[config.mk]
export PLATFORM = sky130hd
export DESIGN_NAME = spi_master
export DESIGN_NICKNAME = d
export VERILOG_FILES = /design/src/rtl/spi_master.sv
export SDC_FILE = /design/constraint.sdc
export NUM_CORES = 1
export LEC_CHECK = 0
export CELL_PAD_IN_SITES_DETAIL_PLACEMENT = 1
export CELL_PAD_IN_SITES_GLOBAL_PLACEMENT = 2
export CORE_MARGIN = 3
export CORE_UTILIZATION = 39
export CTS_BUF_LIST = sky130_fd_sc_hd__clkbuf_16
export CTS_CLUSTER_DIAMETER = 30
export DETAILED_ROUTE_END_ITERATION = 8
export MAX_ROUTING_LAYER = met4
export PLACE_DENSITY = 0.8
export SYNTH_ARGS = -nofsm -noshare
export SYNTH_HDL_FRONTEND = slang
export SYNTH_SLANG_ARGS = --single-unit
[constraint.sdc]
create_clock -name clk -period 4.3 [get_ports clk]
set_input_delay 1.29 -clock clk [delete_from_list [all_inputs] [get_ports clk]]
set_output_delay 1.29 -clock clk [all_outputs]
set_load 0.005 [all_outputs]
[src/rtl/spi_master.sv]
// rtl/spi_master.sv - SPI mode-0 single-byte full-duplex master, MSB first.
// Every output is a flop; the FSM computes next values and one register bank holds them.
module spi_master #(
  parameter int DATA_W  = 8,
  parameter int CLK_DIV = 2
) (
  input  logic              clk,
  input  logic              rst,
  input  logic              start,
  input  logic [DATA_W-1:0] tx_data,
  output logic [DATA_W-1:0] rx_data,
  output logic              busy,
  output logic              done,
  output logic              scl,
  output logic              mosi,
  input  logic              miso,
  output logic              cs
);

  typedef enum logic [2:0] {
    IDLE,
    LEAD,
    HIGH,
    LOW,
    TAIL
  } state_t;

  localparam int              BIT_W    = $clog2(DATA_W);
  localparam logic [7:0]       DIV_LAST = 8'(CLK_DIV - 1);
  localparam logic [BIT_W-1:0] BIT_LAST = BIT_W'(DATA_W - 1);

  state_t              state, state_nxt;
  logic [7:0]          div_cnt, div_cnt_nxt;
  logic [BIT_W-1:0]    bit_cnt, bit_cnt_nxt;
  logic [DATA_W-1:0]   tx_shift, tx_shift_nxt;
  logic [DATA_W-1:0]   rx_shift, rx_shift_nxt;
  logic [DATA_W-1:0]   rx_data_nxt;
  logic                busy_nxt, done_nxt, scl_nxt, mosi_nxt, cs_nxt;
  logic                div_end;

  assign div_end = (div_cnt == DIV_LAST);

  always_ff @(posedge clk or posedge rst) begin
    if (rst) begin
      state    <= IDLE;
      div_cnt  <= '0;
      bit_cnt  <= '0;
      tx_shift <= '0;
      rx_shift <= '0;
      rx_data  <= '0;
      busy     <= 1'b0;
      done     <= 1'b0;
      scl      <= 1'b0;
      mosi     <= 1'b0;
      cs       <= 1'b1;
    end else begin
      state    <= state_nxt;
      div_cnt  <= div_cnt_nxt;
      bit_cnt  <= bit_cnt_nxt;
      tx_shift <= tx_shift_nxt;
      rx_shift <= rx_shift_nxt;
      rx_data  <= rx_data_nxt;
      busy     <= busy_nxt;
      done     <= done_nxt;
      scl      <= scl_nxt;
      mosi     <= mosi_nxt;
      cs       <= cs_nxt;
    end
  end

  always_comb begin
    state_nxt    = state;
    div_cnt_nxt  = div_cnt;
    bit_cnt_nxt  = bit_cnt;
    tx_shift_nxt = tx_shift;
    rx_shift_nxt = rx_shift;
    rx_data_nxt  = rx_data;
    busy_nxt     = busy;
    done_nxt     = 1'b0;
    scl_nxt      = scl;
    mosi_nxt     = mosi;
    cs_nxt       = cs;

    unique case (state)
      IDLE: begin
        if (start) begin
          state_nxt    = LEAD;
          tx_shift_nxt = tx_data;
          bit_cnt_nxt  = '0;
          div_cnt_nxt  = '0;
          cs_nxt       = 1'b0;
          busy_nxt     = 1'b1;
          mosi_nxt     = tx_data[DATA_W-1];
        end
      end

      LEAD, LOW: begin
        // Rising scl edge: miso has been stable for the whole preceding low phase.
        if (div_end) begin
          state_nxt    = HIGH;
          div_cnt_nxt  = '0;
          scl_nxt      = 1'b1;
          rx_shift_nxt = {rx_shift[DATA_W-2:0], miso};
        end else begin
          div_cnt_nxt = div_cnt + 8'd1;
        end
      end

      HIGH: begin
        if (div_end) begin
          div_cnt_nxt = '0;
          scl_nxt     = 1'b0;
          if (bit_cnt == BIT_LAST) begin
            state_nxt = TAIL;
          end else begin
            state_nxt    = LOW;
            bit_cnt_nxt  = bit_cnt + 1'b1;
            tx_shift_nxt = {tx_shift[DATA_W-2:0], 1'b0};
            mosi_nxt     = tx_shift[DATA_W-2];
          end
        end else begin
          div_cnt_nxt = div_cnt + 8'd1;
        end
      end

      TAIL: begin
        if (div_end) begin
          state_nxt   = IDLE;
          div_cnt_nxt = '0;
          cs_nxt      = 1'b1;
          busy_nxt    = 1'b0;
          done_nxt    = 1'b1;
          mosi_nxt    = 1'b0;
          rx_data_nxt = rx_shift;
        end else begin
          div_cnt_nxt = div_cnt + 8'd1;
        end
      end

      default: begin
        state_nxt = IDLE;
      end
    endcase
  end

endmodule

==> results.py, run 1 <==
metrics = {
    "die": {
        "ios": 25,
        "fp.coreArea_um2": 4790,
        "rows": 25,
        "die_x_um": 76.8,
        "die_y_um": 76.8,
        "die_area_um2": 5900,
        "initial_utilization": 0.408,
    },
    "final_layout": {
        "syn_to_final_growth_pct": 23.4,
        "diodes": 0,
        "drive_above_1_share": 0.211,
        "final_area_um2": 2410,
        "utilization": 0.504,
        "nNetsFinal": 205,
    },
    "global_route": {
        "grt_max_degree": 43,
        "busiest_layer": "met2",
        "grt_use_met2": 0.252,
        "grt_pass1_wl_mm": 7.45,
        "grt_overflow": 0,
        "use_met1": 0.216,
        "grt_pass1_vias": 1514,
        "antenna_found_initial": 0,
        "grtUsageTotal": 0.164,
        "gr-usage-met3": 0.0352,
    },
    "flow_run": {
        "maxCapViolations": 0,
    },
    "power_and_ir_drop": {
        "ir_worst_vdd_mv": 0.285,
        "switching_share": 0.321,
        "fin_total_pwr_mw": 1.50,
        "p_switching_uw": 482,
        "internal_power_mw": 1.02,
        "p_leak_nw": 1.07,
        "p_comb_frac": 0.285,
        "p_seq_frac": 0.435,
        "clock_power_share": 0.279,
        "powerDensity_nw_per_um2": 624,
    },
    "worst_setup_path": {
        "rrSetupSlack_ns": 1.56,
        "critPathTopFamily": "simple AND/OR/NAND/NOR gates",
        "path_class": "reg -> reg",
        "cpPeakStageDelay_ns": 0.62,
        "cp-end-kind": "flip-flop",
        "path_max_fanout": 12,
        "reg2reg_depth": 6,
        "crit_buf_inv": 1,
        "cp_data_arrival_time_ns": 2.96,
        "slowest_stage": "nand4_1",
        "path_cells": "inv_1, ha_1, nor4b_1, nand4_1, o21ai_1, o221a_2",
        "rr_endpoint": "tx_shift[5]",
        "crit_required_ns": 4.52,
        "cp-start-kind": "flip-flop",
        "timing.rr.start": "div_cnt[1]",
    },
    "yosys": {
        "ys.flop_type": "dfrtp_1",
        "synthArstFlopShare": 1.00,
        "synth-seq-area-share": 0.538,
        "ys_seq_elements": 42,
        "synth_top_cell_area_share": 0.525,
        "avgSynthCellArea_um2": 11.8,
        "synth_fp_nets": 181,
        "synth_edf_count": 0,
        "netlist_instances": 165,
        "ys_top_cells_by_count": "dfrtp_1, mux2_2, nor2_1",
        "synth_area_um2": 1950,
        "synth_warnings": 0,
        "synth_most_common_cell": "dfrtp_1",
        "synthTopCellsByArea": "dfrtp_1, mux2_2, o221a_2, ha_1, or3_1",
        "synth.distinct_cells": 41,
        "yosys.area.top_type": "dfrtp_1",
    },
    "detailed_routing": {
        "drc_errors": 0,
        "final_antenna_net_count": 0,
        "post_drt_via_cell_ratio": 5.20,
        "drtPass1Iterations": 4,
        "vias": 1336,
        "routed_wl_mm": 4.22,
        "avgRoutedWirePerCell_um": 16.4,
        "drt_first_iter_violations": 53,
    },
    "clock_tree": {
        "cts_buffers": 5,
        "clk_latency_ns": 0.28,
        "root_buffer": "clkbuf_16",
        "clock_path_buffers": 2,
        "cts-htree-levels": 2,
        "path_clk_slew_ns": 0.06,
        "cts_sinks": 42,
        "cts_tree": "built",
        "postCtsResizedCells": 0,
        "post_cts_buffers": 0,
        "hold_buffers": 0,
    },
    "sta": {
        "finalSetupViolCount": 0,
        "slew_headroom": 0.518,
        "fmax_mhz": 365,
        "fin_skew_ns": 0.00316,
        "worst_slew_pin_slew_ns": 0.713,
        "grt_setup_unrepaired": "no",
        "finalHoldViolCount": 0,
        "fin_ws_ns": 1.56,
        "slew_violations": 0,
        "post-route-period-util": 0.637,
        "fin_crit_ns": 2.74,
        "fin_setup_tns_ns": 0,
    },
    "worst_hold_path": {
        "min_path_type": "reg -> reg",
        "hold-path-endpoint": "cs",
        "holdPathStages": 2,
        "holdCritStartpoint": "cs",
    },
    "place": {
        "gp_congestion": 0.825,
        "pre_cts_slack_ns": 1.45,
        "dp_hpwl_mm": 3.02,
        "io_buffer_count": 24,
        "post_dp_cell_area_um2": 2250,
    },
    "status": {
        "status": "completed",
    },
}
state kept, by name (all words and copies together), names as in the netlist:
signal    count
tx_shift      7
cs            1
busy          1
bit_cnt       3
div_cnt       8
mosi          1
state         3
rx_shift      8
rx_data       8
done          1
scl           1
how the worst max path moves through the flow:
stage	slack, ns	cells after the start	start	to
after floorplan	2.04	1	rst	bit_cnt[0]
after global placement	1.49	4	start	tx_shift[3]
after detailed placement	1.45	4	start	tx_shift[5]
after CTS	1.59	6	div_cnt[1]	tx_shift[5]
after global routing	1.28	6	div_cnt[1]	tx_shift[4]
final	1.56	6	div_cnt[1]	tx_shift[5]
worst min-delay path: stages, from the launching register on:
cell and delay [ns]:
dfstp_2 0.37, o21ai_0 0.07, nand2_1 0.06
power by group through the flow:
stage	Clock (mW)	Combinational, mW	Sequential (mW)
floorplan	0	0.342	0.605
global placement	0	0.409	0.651
detailed placement	0	0.434	0.661
CTS	0.433	0.438	0.654
global route	0.456	0.490	0.679
finish	0.420	0.429	0.655
cells in the final DEF (no fill, tap or decap), drive strengths merged, types with 4 or more instances in the layout:
cell,count
dfrtp,41
nor2,11
or3,8
inv,7
ha,4
clkdlybuf4s50,24
clkbuf,5
a21oi,5
nand2b,5
o21ai,9
nand2,7
mux2,17
o221a,6
metrics by stage:
step	cells	hold slack, ns
floorplan	165	0.457
global placement	249	0.484
detailed placement	249	0.480
CTS	257	0.499
global route	257	0.520
finish	257	0.502
area by class of cell:
| cell class | instances | area (um2) |
|---|---|---|
| flip-flops and latches | 42 | 1050 |
| clock inverters | 3 | 40.0 |
| multi-input cells | 108 | 837 |
| well taps | 67 | 83.8 |
| fillers | 507 | 2370 |
| inverters | 7 | 26.3 |
| clock buffers | 5 | 125 |
| repair buffers | 25 | 248 |
logic make-up (layout without fill, tap and decap cells):
logic type | after synthesis | in the layout | share of synthesized area
compound gates | 36 | 36 | 0.141
simple gates | 49 | 49 | 0.153
flops | 42 | 42 | 0.538
fa+ha+maj | 4 | 4 | 0.0256
mux | 19 | 19 | 0.108
buf+inv | 15 | 40 | 0.0333
layer usage:
metal  vias to the layer above  routed length, um  share of wire
met1                       659               2090           0.50
met5                         -                  0              0
met4                         0                 47          0.011
met3                         7                 97          0.023
met2                        19               1980           0.47
li1                        651                  -              -
Power figures use the tool's default switching activity.
==> inputs of run 2 (changes only) <==
CORE_UTILIZATION = 36   (was 39)
PLACE_DENSITY = 0.75   (was 0.8)
clock period = 2.7 ns   (was 4.3 ns; I/O delays follow)
==> run 2 against run 1 <==
Final cell count increased by 1.9%. First-iteration DRC count shrank 11%. Largest cell class unchanged. Global-route usage fell by 1.3 points. Sequential share of layout area fell by 0.068 points. Register-to-register slack worse by 1.1 ns. Routed wire length is 2.7% lower. Critical path depth unchanged. Via count grew 4.7%. Combinational power increased by 59%. Non-clock buffer count rose by 2. Sequential power up 59%. Critical path type unchanged. Die area up 7.7%.
==> results.py, run 2 (synthesis results as in run 1) <==
metrics = {
    "sta": {
        "finalHoldViolCount": 0,
        "fin_setup_tns_ns": 0,
        "slew_headroom": 0.603,
        "finalSetupViolCount": 0,
        "slew_violations": 0,
        "grt_setup_unrepaired": "no",
        "fin_skew_ns": 0.00753,
        "fin_crit_ns": 2.28,
        "fmax_mhz": 439,
        "post-route-period-util": 0.844,
        "fin_ws_ns": 0.420,
        "worst_slew_pin_slew_ns": 0.588,
    },
    "detailed_routing": {
        "drc_errors": 0,
        "final_antenna_net_count": 0,
        "drtPass1Iterations": 4,
        "avgRoutedWirePerCell_um": 15.7,
        "post_drt_via_cell_ratio": 5.34,
        "vias": 1399,
        "routed_wl_mm": 4.10,
        "drt_first_iter_violations": 47,
    },
    "worst_hold_path": {
        "min_path_type": "reg -> reg",
    },
    "clock_tree": {
        "postCtsResizedCells": 0,
        "path_clk_slew_ns": 0.06,
        "post_cts_buffers": 0,
        "cts_buffers": 5,
        "hold_buffers": 0,
        "clk_latency_ns": 0.28,
        "clock_path_buffers": 2,
        "cts_tree": "built",
        "cts_sinks": 42,
        "root_buffer": "clkbuf_16",
        "cts-htree-levels": 2,
    },
    "worst_setup_path": {
        "rrSetupSlack_ns": 0.42,
        "crit_required_ns": 2.91,
        "path_max_fanout": 8,
        "cp_data_arrival_time_ns": 2.49,
        "path_class": "reg -> reg",
        "cp-start-kind": "flip-flop",
        "cp-end-kind": "flip-flop",
    },
    "die": {
        "die_y_um": 79.7,
        "die_area_um2": 6350,
        "rows": 26,
        "initial_utilization": 0.378,
        "ios": 25,
        "fp.coreArea_um2": 5170,
        "die_x_um": 79.7,
    },
    "final_layout": {
        "diodes": 0,
        "mostFrequentLayoutCell": "dfrtp_1",
        "most-common-layout-cells": "dfrtp_1, clkdlybuf4s50_1, mux2_2",
        "drive_above_1_share": 0.224,
        "fillers": 527,
        "sequential_cell_area_um2": 1050,
        "stdcell_count": 262,
        "nNetsFinal": 207,
        "syn_to_final_growth_pct": 23.6,
        "biggestRegsByFlops": "div_cnt (8), rx_data (8), rx_shift (8)",
        "multi_input_area_um2": 841,
    },
    "global_route": {
        "grt_max_degree": 43,
        "grtUsageTotal": 0.151,
        "grt_pass1_vias": 1481,
        "grt_overflow": 0,
        "grt_pass1_wl_mm": 7.27,
        "antenna_found_initial": 0,
    },
    "place": {
        "dp_cells": 254,
        "io_buffer_count": 24,
        "dp_hpwl_mm": 2.90,
        "gp_congestion": 0.781,
        "pre_cts_slack_ns": 0.220,
    },
    "power_and_ir_drop": {
        "powerDensity_nw_per_um2": 951,
        "ir_worst_vdd_mv": 0.455,
        "p_leak_nw": 1.06,
    },
    "status": {
        "status": "completed",
    },
    "flow_run": {
        "maxCapViolations": 0,
    },
}
[run 2: worst max-delay path, cell delays in order, from the launching register on]
cell	delay (ns)
dfrtp_1	0.39
inv_1	0.08
ha_1	0.17
nor4b_1	0.50
nand4_1	0.49
o21ai_2	0.32
o221a_2	0.27
[run 2: metal layers]
| metal | routed length [um] | vias up | share of wire | GRT usage |
|---|---|---|---|---|
| li1 | - | 653 | - | - |
| met1 | 1960 | 719 | 0.48 | 0.203 |
| met2 | 2000 | 21 | 0.49 | 0.230 |
| met3 | 95 | 6 | 0.023 | 0.0339 |
| met4 | 48 | 0 | 0.012 | 0.0412 |
| met5 | 0 | - | 0 | - |
[run 2: path summary, 6_finish.rpt]
check / cells past startpoint / end / start
min: 2 / cs / cs
max in group asynchronous: 3 / tx_shift[4] / rst
min reg2reg: 2 / cs / cs
max: 6 / tx_shift[4] / div_cnt[1]
min in group asynchronous: 3 / rx_data[7] / rst
max reg2reg: 6 / tx_shift[4] / div_cnt[1]
[run 2: area by class of cell]
class,count,area share
Clock buffer,5,0.0518
Clock inverter,3,0.00880
Inverter,7,0.0109
Multi-Input combinational cell,108,0.348
Sequential cell,42,0.436
Tap cell,70,0.0363
Timing Repair Buffer,27,0.109
[run 2: report_power, final]
part	switching, mW	total [mW]	internal (mW)
Combinational	0.320	0.681	0.361
Clock	0.240	0.581	0.342
Sequential	0.199	1.04	0.836
[run 2: per-stage QoR]
step	util	power [mW]	hold WS, ns	area, um2
3_5_place_dp	0.438	1.73	0.487	2270
6_report	0.467	2.30	0.494	2420
4_1_cts	0.466	2.33	0.500	2410
3_3_place_gp	0.438	1.69	0.473	2270
2_1_floorplan	-	1.51	0.457	1950
5_1_grt	0.467	2.48	0.524	2420
